`config.mk`:
```
export PLATFORM = sky130hd
export DESIGN_NAME = reg_wb_arbiter
export DESIGN_NICKNAME = d
export VERILOG_FILES = /design/src/rtl/reg_wb_arbiter_pkg.sv /design/src/rtl/reg_wb_arbiter_rr_picker.sv /design/src/rtl/reg_wb_arbiter.sv
export SDC_FILE = /design/constraint.sdc
export NUM_CORES = 1
export LEC_CHECK = 0
export CAP_MARGIN = 30
export CORE_AREA = 2 2 99 101
export DETAILED_ROUTE_END_ITERATION = 7
export DIE_AREA = 0 0 101 103
export PLACE_DENSITY = 0.82
export REMOVE_ABC_BUFFERS = 1
export SYNTH_ARGS = -nofsm -noshare
export SYNTH_HDL_FRONTEND = slang
export SYNTH_HIERARCHICAL = 1
export SYNTH_SLANG_ARGS = --single-unit
export TNS_END_PERCENT = 1
```
`constraint.sdc`:
```
create_clock -name clk -period 2.7 [get_ports clk]
set_input_delay 0.675 -clock clk [delete_from_list [all_inputs] [get_ports clk]]
set_output_delay 0.675 -clock clk [all_outputs]
set_load 0.05 [all_outputs]
```
`src/rtl/reg_wb_arbiter_pkg.sv`:
```
// ---------------------------------------------------------------------------
// PkgRegWbArbiter
//
// Shared types and sizing for the register-file writeback arbiter.
//   NUM_REGS  number of architectural registers (a power of two, so every
//             select value names a real register)
//   SEL_W     register select width
//   DATA_W    register data width
//   RegSel_t / RegData_t / WbReq_t   select, data and {sel, data} request
//   rrNext()  round-robin successor of a requester index
// ---------------------------------------------------------------------------
package PkgRegWbArbiter;

    localparam int NUM_REGS = 16;
    localparam int SEL_W    = $clog2(NUM_REGS);
    localparam int DATA_W   = 32;

    typedef logic [SEL_W-1:0]  RegSel_t;
    typedef logic [DATA_W-1:0] RegData_t;

    typedef struct packed {
        RegSel_t  sel;
        RegData_t data;
    } WbReq_t;

    // Successor of idx in a ring of n requesters.
    function automatic int rrNext(input int idx, input int n);
        return (idx + 1 >= n) ? 0 : idx + 1;
    endfunction

endpackage

```
`src/rtl/reg_wb_arbiter_rr_picker.sv`:
```
// ---------------------------------------------------------------------------
// rr_picker
//
// Combinational round-robin priority select. Scans from ptr_i upward,
// wrapping modulo NUM_REQ, and picks the first asserted valid bit.
//   valid_i  requesters eligible for a grant this cycle
//   ptr_i    requester with highest priority
//   grant_o  one-hot grant (all zero when nothing is valid)
//   idx_o    index of the granted requester (0 when nothing is valid)
//   any_o    a grant was made
// ---------------------------------------------------------------------------
module rr_picker
    import PkgRegWbArbiter::*;
#(
    parameter int NUM_REQ = 3,
    parameter int PTR_W   = $clog2(NUM_REQ)
) (
    input  logic [NUM_REQ-1:0] valid_i,
    input  logic [PTR_W-1:0]   ptr_i,
    output logic [NUM_REQ-1:0] grant_o,
    output logic [PTR_W-1:0]   idx_o,
    output logic               any_o
);

    // Walk the ring once starting at the pointer; the first hit wins and
    // later candidates are ignored through the found flag.
    always_comb begin
        int               k;
        logic [PTR_W-1:0] kIdx;
        logic             found;
        grant_o = '0;
        idx_o   = '0;
        found   = 1'b0;
        k       = 0;
        kIdx    = '0;
        for (int off = 0; off < NUM_REQ; off++) begin
            k = int'(ptr_i) + off;
            if (k >= NUM_REQ) begin
                k = k - NUM_REQ;
            end
            kIdx = PTR_W'(k);
            if (!found && valid_i[kIdx]) begin
                grant_o[kIdx] = 1'b1;
                idx_o         = kIdx;
                found         = 1'b1;
            end
        end
        any_o = found;
    end

endmodule

```
`src/rtl/reg_wb_arbiter.sv`:
```
// ---------------------------------------------------------------------------
// reg_wb_arbiter
//
// Shares the register file's single write port among NUM_REQ writeback
// requesters with round-robin fairness and a one-cycle registered issue
// stage, and keeps a per-register pending scoreboard for decode stalls.
//
// Ports
//   clk, rst_n               clock, asynchronous active-low reset
//   req_valid/sel/data       per-requester write requests
//   req_ready                request accepted this cycle (combinational)
//   wb_hold                  blocks new grants; the issue stage still drains
//   claim_valid, claim_sel   decode marks a register as having a producer
//   wr_en, wr_sel, wr_data   register file write port (registered)
//   pending                  scoreboard bitmap, bit 0 always clear
//
// Configuration macro
//   REG_WB_ARB_DROP_R0_EN    requests targeting r0 are accepted at once,
//                            bypassing arbitration and wb_hold, and never
//                            reach the write port. When undefined, r0
//                            requests arbitrate and issue like any other.
// ---------------------------------------------------------------------------
module reg_wb_arbiter
    import PkgRegWbArbiter::*;
#(
    parameter int NUM_REQ = 3
) (
    input  logic                           clk,
    input  logic                           rst_n,
    input  logic [NUM_REQ-1:0]             req_valid,
    input  logic [NUM_REQ-1:0][SEL_W-1:0]  req_sel,
    input  logic [NUM_REQ-1:0][DATA_W-1:0] req_data,
    output logic [NUM_REQ-1:0]             req_ready,
    input  logic                           wb_hold,
    input  logic                           claim_valid,
    input  logic [SEL_W-1:0]               claim_sel,
    output logic                           wr_en,
    output logic [SEL_W-1:0]               wr_sel,
    output logic [DATA_W-1:0]              wr_data,
    output logic [NUM_REGS-1:0]            pending
);

    localparam int PTR_W = $clog2(NUM_REQ);

    logic [PTR_W-1:0]    rrPtr_q, rrPtr_d;
    logic                wrEn_q, wrEn_d;
    WbReq_t              issue_q, issue_d;
    logic [NUM_REGS-1:0] pending_q, pending_d;

    logic [NUM_REQ-1:0]  arbValid;
    logic [NUM_REQ-1:0]  dropReady;
    logic [NUM_REQ-1:0]  grant;
    logic [PTR_W-1:0]    grantIdx;
    logic                grantAny;

    // Decide which requests compete for the write port and which (r0 drops)
    // are simply absorbed without touching the pointer or the issue stage.
    always_comb begin
        arbValid  = '0;
        dropReady = '0;
        for (int i = 0; i < NUM_REQ; i++) begin
`ifdef REG_WB_ARB_DROP_R0_EN
            dropReady[i] = req_valid[i] && (req_sel[i] == '0);
            arbValid[i]  = req_valid[i] && !wb_hold && (req_sel[i] != '0);
`else
            arbValid[i]  = req_valid[i] && !wb_hold;
`endif
        end
    end

    rr_picker #(
        .NUM_REQ (NUM_REQ),
        .PTR_W   (PTR_W)
    ) u_picker (
        .valid_i (arbValid),
        .ptr_i   (rrPtr_q),
        .grant_o (grant),
        .idx_o   (grantIdx),
        .any_o   (grantAny)
    );

    // Gated by rst_n so nothing is accepted while the block is held in reset.
    assign req_ready = (grant | dropReady) & {NUM_REQ{rst_n}};

    // Next state for pointer, issue stage and scoreboard. A claim is applied
    // after the write clear so a same-cycle claim of the written register
    // (a newer producer) wins.
    always_comb begin
        rrPtr_d   = rrPtr_q;
        wrEn_d    = grantAny;
        issue_d   = issue_q;
        pending_d = pending_q;

        if (grantAny) begin
            rrPtr_d      = PTR_W'(rrNext(int'(grantIdx), NUM_REQ));
            issue_d.sel  = req_sel[grantIdx];
            issue_d.data = req_data[grantIdx];
        end

        if (wrEn_q) begin
            pending_d[issue_q.sel] = 1'b0;
        end
        if (claim_valid) begin
            pending_d[claim_sel] = 1'b1;
        end
        pending_d[0] = 1'b0;
    end

    always_ff @(posedge clk or negedge rst_n) begin
        if (!rst_n) begin
            rrPtr_q   <= '0;
            wrEn_q    <= 1'b0;
            issue_q   <= '0;
            pending_q <= '0;
        end else begin
            rrPtr_q   <= rrPtr_d;
            wrEn_q    <= wrEn_d;
            issue_q   <= issue_d;
            pending_q <= pending_d;
        end
    end

    assign wr_en   = wrEn_q;
    assign wr_sel  = issue_q.sel;
    assign wr_data = issue_q.data;
    assign pending = pending_q;

endmodule

```
# Word level (Yosys, flattened, before mapping)
# Cells that the tools add are included.
# totals
reg_bits,54
latchBits,0
mem_bits_rw,0
romBits,0
memories,0
# classes
n_addsub,6
n_mul,0
div_mod_pow,0
n_lt_le_gt_ge,15
eq_ne,0
n_shift,0
muxes,35
bitwise_logic,6
reduce_logical,13
# ops
op,count
binary-select mux 32 bit (select 2 bit),1
2-to-1 mux 16 bit,2
2-to-1 mux 32 bit,1
bitwise AND 16 bit,1
NOT 16 bit,1
bitwise OR 16 bit,1
2-to-1 mux 2 bit,7
< comparator 2 x 3 -> 1 bit (second input constant),4
2-to-1 mux 1 bit,11
logical AND 1 bit,10
< comparator 4 x 5 -> 1 bit (second input constant),2
greater-or-equal comparator 3 x 2 -> 1 bit (second input constant),3
2-to-1 mux 3 bit,3
binary-select mux 4 bit (select 2 bit),1
demux 1 bit (select 4 bit),2
greater-or-equal comparator 4 x 1 -> 1 bit (second input constant),2
adder 2 x 1 -> 3 bit (second input constant),2
binary-select mux 1 bit (select 2 bit),3
demux 1 bit (select 2 bit),3
greater-or-equal comparator 2 x 1 -> 1 bit (second input constant),3
bitwise OR 3 bit,2
2-to-1 mux 4 bit,1
subtractor 2 x 1 -> 2 bit (second input constant),2
adder 2 x 2 -> 3 bit (second input constant),1
4 further kinds,6

# Logic depth before layout (Yosys ltp)
# Gate-level depths: netlist (run 1).
# logic_depth
word_depth,14
mapped_depth,12

# Cells and area by module
# The synthesis (run 1) kept the hierarchy.
# by_module_without_submodules
mod,n_inst,cells_per_inst,area_per_inst_um2,seq_area_each_um2
reg_wb_arbiter,1,311,2904.0,1351.3
rr_picker,1,41,281.5,0.0

# Worst setup path before layout (run 1)
# OpenSTA, ideal clock, no wires.
# synth_timing
path_type,input to output
from,in req_valid[1]
to,out req_ready[0]
t_arrival_ns,1.959
required_time_ns,2.025
path_slack_ns,0.066
stages,6
n_path_buf,0
path_cell_list,nor2b_1 mux2i_1 o21ai_0 o2111ai_1 a22oi_1 and2_1
# synth_via
elab_chain_len,11
elab_cells_between_ends,19
cone_classes,11 x mux; 3 x bitwise; 5 x reduce/logical
# synth_lines
item,line_no,text
"start, declared",reg_wb_arbiter.sv:30,"input logic [NUM_REQ-1:0] req_valid,"
logical AND 1 bit (*),reg_wb_arbiter.sv:66,arbValid[i] = req_valid[i] && !wb_hold;
binary-select mux 1 bit (select 2 bit),reg_wb_arbiter_rr_picker.sv:42,if (!found && valid_i[kIdx]) begin
2-to-1 mux 1 bit (implied by the code),reg_wb_arbiter_rr_picker.sv:42,
2-to-1 mux 1 bit,reg_wb_arbiter_rr_picker.sv:42,
logical NOT 1 bit,reg_wb_arbiter_rr_picker.sv:42,
logical AND 1 bit,reg_wb_arbiter_rr_picker.sv:42,
2-to-1 mux 1 bit,reg_wb_arbiter_rr_picker.sv:42,
logical NOT 1 bit,reg_wb_arbiter_rr_picker.sv:42,
logical AND 1 bit,reg_wb_arbiter_rr_picker.sv:42,
2-to-1 mux 3 bit (*),reg_wb_arbiter_rr_picker.sv:42,
via grant[0],reg_wb_arbiter.sv:52,logic [NUM_REQ-1:0] grant;
bitwise AND 3 bit (*),reg_wb_arbiter.sv:83,assign req_ready = (grant | dropReady) & {NUM_REQ{rst_n}};
"end, declared",reg_wb_arbiter.sv:33,"output logic [NUM_REQ-1:0] req_ready,"
# The timed path passes the listed nets; every way through them passes the cells marked *. The select of a mux whose other input is x is not followed.

# Final worst setup path (run 1)
# layout_timing
from,in wb_hold
to,out req_ready[1]
# layout_via
elab_chain_len,12
elab_cells_between_ends,22
cone_classes,11 x mux; 3 x bitwise; 8 x reduce/logical
# layout_lines
item,line_no,text
"start, declared",reg_wb_arbiter.sv:34,"input logic wb_hold,"
logical NOT 1 bit (*),reg_wb_arbiter.sv:66,
logical AND 1 bit (*),reg_wb_arbiter.sv:66,
via arbValid[0],reg_wb_arbiter.sv:50,logic [NUM_REQ-1:0] arbValid;
binary-select mux 1 bit (select 2 bit),reg_wb_arbiter_rr_picker.sv:42,
2-to-1 mux 1 bit (implied by the code),reg_wb_arbiter_rr_picker.sv:42,
2-to-1 mux 1 bit,reg_wb_arbiter_rr_picker.sv:42,
logical NOT 1 bit,reg_wb_arbiter_rr_picker.sv:42,
logical AND 1 bit,reg_wb_arbiter_rr_picker.sv:42,
2-to-1 mux 1 bit,reg_wb_arbiter_rr_picker.sv:42,
logical NOT 1 bit,reg_wb_arbiter_rr_picker.sv:42,
logical AND 1 bit,reg_wb_arbiter_rr_picker.sv:42,
2-to-1 mux 3 bit (*),reg_wb_arbiter_rr_picker.sv:42,
via grant[1],reg_wb_arbiter.sv:52,
bitwise AND 3 bit (*),reg_wb_arbiter.sv:83,
# Marked as above.

==> results.cfg, run 1 <==
[run_status]
violations = setup timing
status = finished with violations

[yosys]
synthMuxAreaShare_pct = 13.4
synthXorXnorAreaFrac_pct = 0
synth_largest_area_cell = dfrtp_1
synth_compound_area_share_pct = 14.7
synth_top_family_by_area = simple AND/OR/NAND/NOR gates
async_flop_share_pct = 100
synth_edf_count = 0
synth_top_area_share_pct = 42.4
syn_inst = 352
ys_top_cells_by_count = dfrtp_1, nand2_1, nor2_1
yosys.area_share.simple_pct = 22.6
yosys_warnings = 6
ys.flop_type = dfrtp_1
ys_seq_area_share_pct = 42.4
synth_cell_types = 35
ys_ff_latch = 54
synth_area_sq_um = 3190
synthAdderAreaFrac_pct = 1.57
synth_area_leaders = dfrtp_1, mux2i_1, a31oi_1, o21ai_0, nand2_1
syn_area_per_cell_sq_um = 9.05
yosysMostFrequentCell = dfrtp_1

[cells_and_area]
stdcell_count = 651
fill_cells = 850
layout-drive-gt1-share_pct = 13.6
multiInputGateArea_sq_um = 1780
antennaDiodeCount = 0
final_area_sq_um = 5400
regArea_sq_um = 1350
area_growth_pct = 69.4
layout.nets = 659

[die]
coreArea_sq_um = 9460
dieArea_sq_um = 10400
ios = 175
initial_core_util_pct = 33.7
die_y_microns = 103
fp-row-count = 36
die_w_microns = 101

[cts]
htreeDepth = 2
cts-buffers-inserted = 5
clk_latency_ps = 310
cts.sinks = 54
root_buffer = clkbuf_8
cts_tree = yes
path_clk_slew_ps = 100
cts_buffer_depth = 2
ctsHoldBuffers = 0

[pwr]
p_total_w = 0.00692
switching_share_pct = 50.9
irDropWorstVdd_uv = 602
power.density_nw_per_um2 = 1280
seq_power_share_pct = 21.9
p_comb_share_pct = 71.3
power_frac_clock_pct = 6.9
p_int_w = 0.00340
power.leakage_nw = 2.07
switchingPower_w = 0.00352

[placement]
dp_cells = 634
placed_area_sq_um = 5120
dp_hpwl_microns = 7600
routabilityCongestion = 0.936
portBuffers = 173

[timing]
hold_viol_final = 0
finalSetupTns_ps = -99.9
worst_slack_ps = -42.9
slew_headroom_pct = 63.1
fin_skew_ps = 10.3
setup_violations = 3
period_minus_slack_ps = 2740
fmax_ghz = 0.365
tightest_slew_ps = 554
slew_viol_final = 0
rsz0062_at_grt = true
finalCritPeriodShare_pct = 102

[global_routing]
gr-total-overflow = 0
grt_max_degree = 44
antenna_found_initial = 0
grt_pass1_vias = 3303
grt_usage_pct = 18.6
grt_pass1_wl_microns = 15300

[routing]
wl_microns = 10000
routedWlPerCell_microns = 15.4
drtIter0Drc = 87
viasPerCell = 4.98
firstDrtPassIters = 5
ant_nets = 0
drc = 0
vias = 3242

[min_path]
hp-class = input pin to async pin

[critical_path]
critPathLaunchType = input pin
critPathMaxFanout = 5
required_ps = 2030
path_class = input pin to output pin
endpoint_kind = output pin
crit_arrival_ps = 2070

[job]
max_cap_viol_count = 0
-- cell type report --
type | instances | area share [%]
inverters | 3 | 0.209
multi-input cells | 273 | 33.0
clock buffers | 6 | 1.53
well taps | 114 | 2.64
repair buffers | 199 | 37.3
flip-flops and latches | 54 | 25.1
clock inverters | 2 | 0.232
-- sequential cells by signal (all words and copies together) (netlist names) --
register  count
rrPtr_q       2
wr_en         1
pending      15
wr_data      32
wr_sel        4
-- layout by cell type (no fill, tap or decap), drive strengths merged --
cell type | synthesis | routed
a21oi | 7 | 7
a22oi | 1 | 1
a2bb2oi | 1 | 1
a31oi | 35 | 35
and2 | 3 | 3
and2b | 2 | 2
buf | 12 | 30
clkbuf | 10 | 6
clkdlybuf4s15 | 0 | 1
clkdlybuf4s50 | 0 | 165
clkinv | 0 | 1
clkinvlp | 0 | 1
conb | 1 | 1
dfrtp | 54 | 54
dlygate4sd2 | 0 | 3
ha | 4 | 4
inv | 3 | 3
mux2 | 2 | 2
mux2i | 39 | 39
nand2 | 41 | 41
nand2b | 5 | 5
nand3 | 2 | 2
nand3b | 7 | 7
nor2 | 40 | 40
nor2b | 3 | 3
nor3 | 1 | 1
o2111ai | 1 | 1
o21ai | 37 | 37
or2 | 38 | 38
or3 | 1 | 1
or3b | 2 | 2
-- what timing repair did --
action | 4_1_cts | 5_1_grt
gates resized for setup | 26 | 9
setup endpoints to repair | 13 | 6
endpoints found under the hold margin | 0 | 0
setup buffers | 7 | 2
pin swaps | 4 | 2
-- logic make-up after synthesis --
family | Yosys count
mux | 41
flops | 54
compound gates | 82
buf+inv | 25
fa+ha+maj | 4
simple gates | 145
other cells | 1
-- stage by stage --
stage,setup WS (ps),hold WS (ps),util [%]
3_5_place_dp,-375,507,54.2
4_1_cts,-51.0,243,56.5
5_1_grt,-152,255,57.0
2_1_floorplan,-3470,379,-
3_3_place_gp,-304,487,54.2
6_report,-42.9,253,57.0
-- power by group through the flow --
stage	logic, W	clock network, W	registers (W)
global placement	0.00467	0	0.00151
floorplan	0.00175	0	0.00287
detailed placement	0.00478	0	0.00152
global route	0.00527	0.000525	0.00157
CTS	0.00488	0.000492	0.00151
finish	0.00494	0.000475	0.00151
-- per-layer routing --
layer	GRT usage, %	up-vias	wire (microns)
li1	-	1577	-
met1	20.2	1502	3800
met2	33.7	144	5190
met3	5.69	19	809
met4	8.00	0	210
met5	0	-	0
-- path summary, 6_finish.rpt --
| check | startpoint | end | slack, ps | cells after the start |
|---|---|---|---|---|
| setup / recovery | wb_hold | req_ready[1] | -40 | 9 |
| hold / removal | rst_n | wr_data[2] | 250 | 1 |
| setup reg to reg | rrPtr_q[1] | wr_data[31] | 140 | 10 |
| hold reg to reg | pending[12] | pending[12] | 530 | 2 |
| max in group asynchronous | rst_n | rrPtr_q[1] | 1580 | 2 |
| min in group clk | pending[12] | pending[12] | 530 | 2 |
-- critical path, cell delays in order --
cell,delay [ps]
clkdlybuf4s15_2,260
nor2b_4,220
buf_6,130
mux2i_4,70
o21ai_4,180
nand2_1,90
o21ai_1,90
and2_1,200
buf_12,150
Note: power is estimated with default switching activity, not from simulation.
==> run 2: changes to the inputs <==
Settings changed: ABC_AREA set to 1, CORE_AREA 2 2 99 101 to 2 2 104 106, CTS_CLUSTER_SIZE set to 10, DIE_AREA 0 0 101 103 to 0 0 106 108, PLACE_DENSITY 0.82 to 0.8.
==> run 2 against run 1 <==
Compared with the run above:
- the flow still finishes with violations (setup timing)
- clock-buffer cell count fell by 1
- register-to-register slack hardly changed
- wire length up 17%
- clock skew decreased by 2.8 ps
- global-route usage is 0.71 points higher
- critical path type unchanged
==> results.cfg, run 2 <==
[placement]
routabilityCongestion = 0.909
dp_worst_setup_slack_ps = -286
dp_hpwl_microns = 8620
portBuffers = 173
placed_area_sq_um = 5490
dp_cells = 847

[cts]
path_clk_slew_ps = 100
cts_tree = yes
htreeDepth = 2
cts_buffer_depth = 2
cts.sinks = 54
clk_latency_ps = 300
root_buffer = clkbuf_8
cts-buffers-inserted = 5

[critical_path]
critPathMaxFanout = 6
crit_arrival_ps = 2070
path_class = input pin to output pin
path_cells = dlygate4sd2_1 > inv_1 > nor2_2 > inv_2 > o21ai_4 > nand2_4 > nand2_2 > inv_2 > nand3_2 > nand2_1 > nand2_1 > inv_2 > buf_12
critPathTopFamily = simple AND/OR/NAND/NOR gates
cpPeakStageDelay_ps = 200
critPathBufInv = 6
worstRegToRegCells = 19
reg2reg_from = rrPtr_q[0]
required_ps = 2030
critPathLaunchType = input pin
r2r_slack_ps = 130
cpMostUsedCell = inv_2
endpoint_kind = output pin
worstReg2RegEnd = wr_data[21]
cp_slowest_cell = o21ai_4

[timing]
finalCritPeriodShare_pct = 102
tightest_slew_ps = 540
hold_viol_final = 0
setup_violations = 3
fin_skew_ps = 7.48
worst_slack_ps = -44.0
period_minus_slack_ps = 2740
slew_headroom_pct = 63.9
finalSetupTns_ps = -65.0
slew_viol_final = 0
rsz0062_at_grt = true
fmax_ghz = 0.364

[yosys]
synth_area_leaders = dfrtp_1, nand2_1, nand3_1, nor2_1, inv_1
synth_edf_count = 0
synth_largest_area_cell = dfrtp_1
async_flop_share_pct = 100
ys_seq_area_share_pct = 38.4
synth_top_area_share_pct = 38.4
ys_ff_latch = 54
yosys_warnings = 6
synth_area_sq_um = 3520
ys.flop_type = dfrtp_1
ys_top_cells_by_count = nand2_1, nand3_1, nor2_1
syn_area_per_cell_sq_um = 6.42
yosysMostFrequentCell = nand2_1
synth_cell_types = 24
syn_inst = 548

[cells_and_area]
layout.nets = 857
most-common-layout-cells = nand2_1, clkdlybuf4s50_1, nand3_1, nor2_1, dfrtp_1
layout_commonest_cell = nand2_1
fin_util_pct = 57.8
largest_reg_flops = 32
layout-drive-gt1-share_pct = 12.4
fill_cells = 955
stdcell_count = 871
antennaDiodeCount = 0
area_growth_pct = 68.2
final_area_sq_um = 5910

[pwr]
irDropWorstVdd_uv = 806
power.density_nw_per_um2 = 1540
power.leakage_nw = 2.87

[routing]
wirelength_met1_microns = 4490
drc = 0
drtIter0Drc = 180
ant_nets = 0
vias = 4149
viasPerCell = 4.76
routedWlPerCell_microns = 13.5
wl_microns = 11800
wl_met3_microns = 1070
firstDrtPassIters = 5
top_layer = met4
route.met2.wl_microns = 5960

[die]
fp-row-count = 37
die_w_microns = 106
initial_core_util_pct = 34.4
dieArea_sq_um = 11400
ios = 175
die_y_microns = 108
coreArea_sq_um = 10200

[global_routing]
grt_pass1_wl_microns = 18000
grt_pass1_vias = 3915
gr-total-overflow = 0
antenna_found_initial = 0
grt_max_degree = 46
grt_usage_pct = 19.3

[run_status]
status = finished with violations
violations = setup timing

[job]
max_cap_viol_count = 0

[min_path]
hp-class = input pin to async pin
==> run 2: layout make-up <==
class	count	area (sq um)	share of cell area [%]
Clock inverter	3	68.8	1.16
Clock buffer	5	68.8	1.16
Tap cell	136	170	2.88
Timing Repair Buffer	207	2110	35.6
Multi-Input combinational cell	419	1960	33.1
Sequential cell	54	1350	22.9
Inverter	47	186	3.15
==> run 2: repair_timing <==
item	CTS	global route
hold buffers	0	0
endpoints found under the setup margin	3	7
setup buffers	7	9
pin swaps	12	13
gates resized for setup	22	29
gates cloned	0	0
==> run 2: worst max-delay path by stage <==
| stage | start | end | slack, ps | cells past startpoint |
|---|---|---|---|---|
| global placement | req_valid[2] | req_ready[1] | -240 | 14 |
| CTS | rrPtr_q[1] | req_ready[2] | 8 | 13 |
| finish | req_valid[2] | req_ready[2] | -40 | 13 |
| global route | req_valid[2] | req_ready[1] | -100 | 14 |
| floorplan | req_valid[2] | wr_data[11] | -700 | 12 |
| detailed placement | wb_hold | req_ready[1] | -290 | 13 |
==> run 2: routing by layer <==
metal | vias to the layer above | GRT usage (%)
li1 | 2073 | -
met1 | 1853 | 21.5
met2 | 199 | 35.9
met3 | 24 | 6.03
met4 | 0 | 5.17
met5 | - | 0
==> run 2: report_power, final <==
part / internal [W] / switching [W]
Sequential: 0.00127 / 0.000298
Combinational: 0.00256 / 0.00437
Clock: 0.000371 / 0.000258
Total: 0.00420 / 0.00492
==> run 2: cell families (layout without fill, tap and decap cells) <==
logic type | after synthesis | in the layout | share of synthesized area (%)
buffers and inverters | 75 | 262 | 10.0
AOI/OAI and AO/OA | 17 | 17 | 2.95
other | 1 | 1 | 0.107
DFF | 54 | 54 | 38.4
adders and majority gates | 4 | 4 | 1.42
and+or+nand+nor | 397 | 397 | 47.1
==> run 2: worst reg2reg max path, stage by stage (launching register included) <==
cell     delay [ps]
dfrtp_2         450
inv_4            70
ha_4            330
inv_6            60
nand2_2          70
nand3_2          80
nand2_4         100
nand3_2          80
buf_4           140
buf_4           120
buf_4           120
nand2_1          60
inv_1            60
nand2_2         160
inv_2            70
buf_12          160
nand3_1          90
nand2_1          50
nor2_1          160
nor2_1           50
==> run 2: stage by stage <==
step	hold WS, ps	power, W
2_1_floorplan	379	0.00560
3_3_place_gp	479	0.00794
3_5_place_dp	483	0.00805
4_1_cts	414	0.00885
5_1_grt	440	0.00984
6_report	422	0.00912
==> run 3: changes to the inputs <==
Settings changed: RECOVER_POWER set to 50, REMOVE_ABC_BUFFERS 1 to not set.
==> run 3 against run 2 <==
Compared with the run above:
- final cell count decreased by 1.1%
- largest cell class unchanged
- global-route usage increased by 1.3 points
- wire length increased by 4.8%
- register-to-register slack improved by 30 ps
- the run now ends clean
- combinational power decreased by 3.3%
- power decreased by 3.4%
- highest routed layer unchanged
- fmax increased by 1.9%
==> results.cfg, run 3 (same netlist as run 2, synthesis figures left out) <==
[run_status]
status = completed

[routing]
firstDrtPassIters = 7
drtIter0Drc = 236
routedWlPerCell_microns = 14.3
ant_nets = 0
drc = 0
viasPerCell = 5.00
wl_microns = 12300
vias = 4304

[cells_and_area]
layout_commonest_cell = nand2_1
antennaDiodeCount = 0
stdcell_count = 861
fin_util_pct = 56.2
area_growth_pct = 63.6
most-common-layout-cells = nand2_1, clkdlybuf4s50_1, nand3_1, nor2_1, dfrtp_1
final_area_sq_um = 5750
layout.nets = 848
largest_reg_flops = 32
layout-drive-gt1-share_pct = 11.4
fill_cells = 891

[die]
die_y_microns = 108
fp-row-count = 37
die_w_microns = 106
dieArea_sq_um = 11400
initial_core_util_pct = 34.4
coreArea_sq_um = 10200
ios = 175

[cts]
cts-buffers-inserted = 5
path_clk_slew_ps = 100
cts_tree = yes
cts_buffer_depth = 2
htreeDepth = 2
clk_latency_ps = 310
root_buffer = clkbuf_8
cts.sinks = 54

[pwr]
irDropWorstVdd_uv = 790
power.density_nw_per_um2 = 1530
power.leakage_nw = 2.78
p_total_w = 0.00881

[critical_path]
path_class = flop to output pin
reg2reg_from = rrPtr_q[1]
worstReg2RegEnd = wr_sel[1]
r2r_slack_ps = 160
required_ps = 2030
endpoint_kind = output pin
path_cells = inv_2 > ha_4 > inv_2 > nand2_2 > nand3_2 > nand2_4 > nand2_4 > inv_4 > nand3_2 > nand2_2 > nand2_1 > inv_2 > buf_12
cp_slowest_cell = dfrtp_2
cpMostUsedCell = inv_2
crit_arrival_ps = 2020
critPathMaxFanout = 6
cpPeakStageDelay_ps = 470
worstRegToRegCells = 16
critPathLaunchType = flop

[yosys]
synth_fp_nets = 671

[timing]
finalCritPeriodShare_pct = 99.7
rsz0062_at_grt = true
hold_viol_final = 0
setup_violations = 0
fin_skew_ps = 19.4
slew_headroom_pct = 62.6
tightest_slew_ps = 559
worst_slack_ps = 8.22
period_minus_slack_ps = 2690
slew_viol_final = 0
fmax_ghz = 0.372

[min_path]
hp-class = input pin to async pin

[global_routing]
grt_max_degree = 44
grt_pass1_wl_microns = 19000
antenna_found_initial = 0
gr-total-overflow = 0
grt_usage_pct = 20.7
grt_pass1_vias = 4058

[placement]
dp_worst_setup_slack_ps = -557
portBuffers = 173
routabilityCongestion = 0.986
dp_hpwl_microns = 8870
dp_cells = 842
placed_area_sq_um = 5390

[job]
max_cap_viol_count = 0
run 3: changes by cell type in the layout (fill, tap and decap cells not counted), sizes merged:
| cell | previous run | this run |
|---|---|---|
| nor2 | 89 | 90 |
| bufinv | 2 | 1 |
| buf | 38 | 29 |
| clkdlybuf4s50 | 165 | 152 |
| clkbuf | 6 | 5 |
| dlygate4sd3 | 0 | 13 |
run 3: area by class of cell:
type | count | area, sq um | share of cell area, %
clock buffers | 5 | 68.8 | 1.20
clock inverters | 2 | 38.8 | 0.674
inverters | 47 | 191 | 3.33
multi-input cells | 420 | 1950 | 33.9
flip-flops and latches | 54 | 1350 | 23.5
well taps | 136 | 170 | 2.96
repair buffers | 197 | 1980 | 34.4
run 3: worst max-delay path: cells and delay by family (launching register included):
kind	cells	cell delay, ps
simple gates	7	610
flops	1	470
buf+inv	5	460
fa+ha+maj	1	160
run 3: how the worst max path moves through the flow:
stage                            start            to  slack (ps)
final                       rrPtr_q[1]  req_ready[2]           8
after global routing        rrPtr_q[1]  req_ready[2]         -80
after CTS                   rrPtr_q[1]  req_ready[2]          10
after detailed placement       wb_hold    wr_data[3]        -560
after global placement    req_valid[2]   wr_data[30]        -450
after floorplan           req_valid[2]  req_ready[1]         230
run 3: where the power goes:
group	leakage, nW	internal, W	switching (W)
clock	0.0542	0.000273	0.000262
combinational	2.10	0.00230	0.00440
sequential	0.628	0.00127	0.000309
total	2.78	0.00384	0.00497
run 3: through the flow:
| stage | setup TNS (ps) | hold WS, ps |
|---|---|---|
| after floorplan | 0 | 379 |
| after global placement | -15420 | 457 |
| after global routing | -221 | 268 |
| after CTS | 0 | 261 |
| after detailed placement | -19590 | 478 |
| final | 0 | 257 |
run 3: routing by layer:
layer | vias to the layer above | GRT usage (%) | routed length (microns)
met5 | - | 0 | 0
met4 | 0 | 8.36 | 320
met3 | 36 | 4.64 | 947
met2 | 239 | 36.2 | 6120
met1 | 1967 | 24.7 | 4930
li1 | 2062 | - | -
run 3: repair_timing:
item	in CTS	in global routing
gates resized for setup	35	26
pin swaps	14	12
buffers inserted	6	5
hold buffers	0	0
setup endpoints to repair	41	40
cloned	0	1
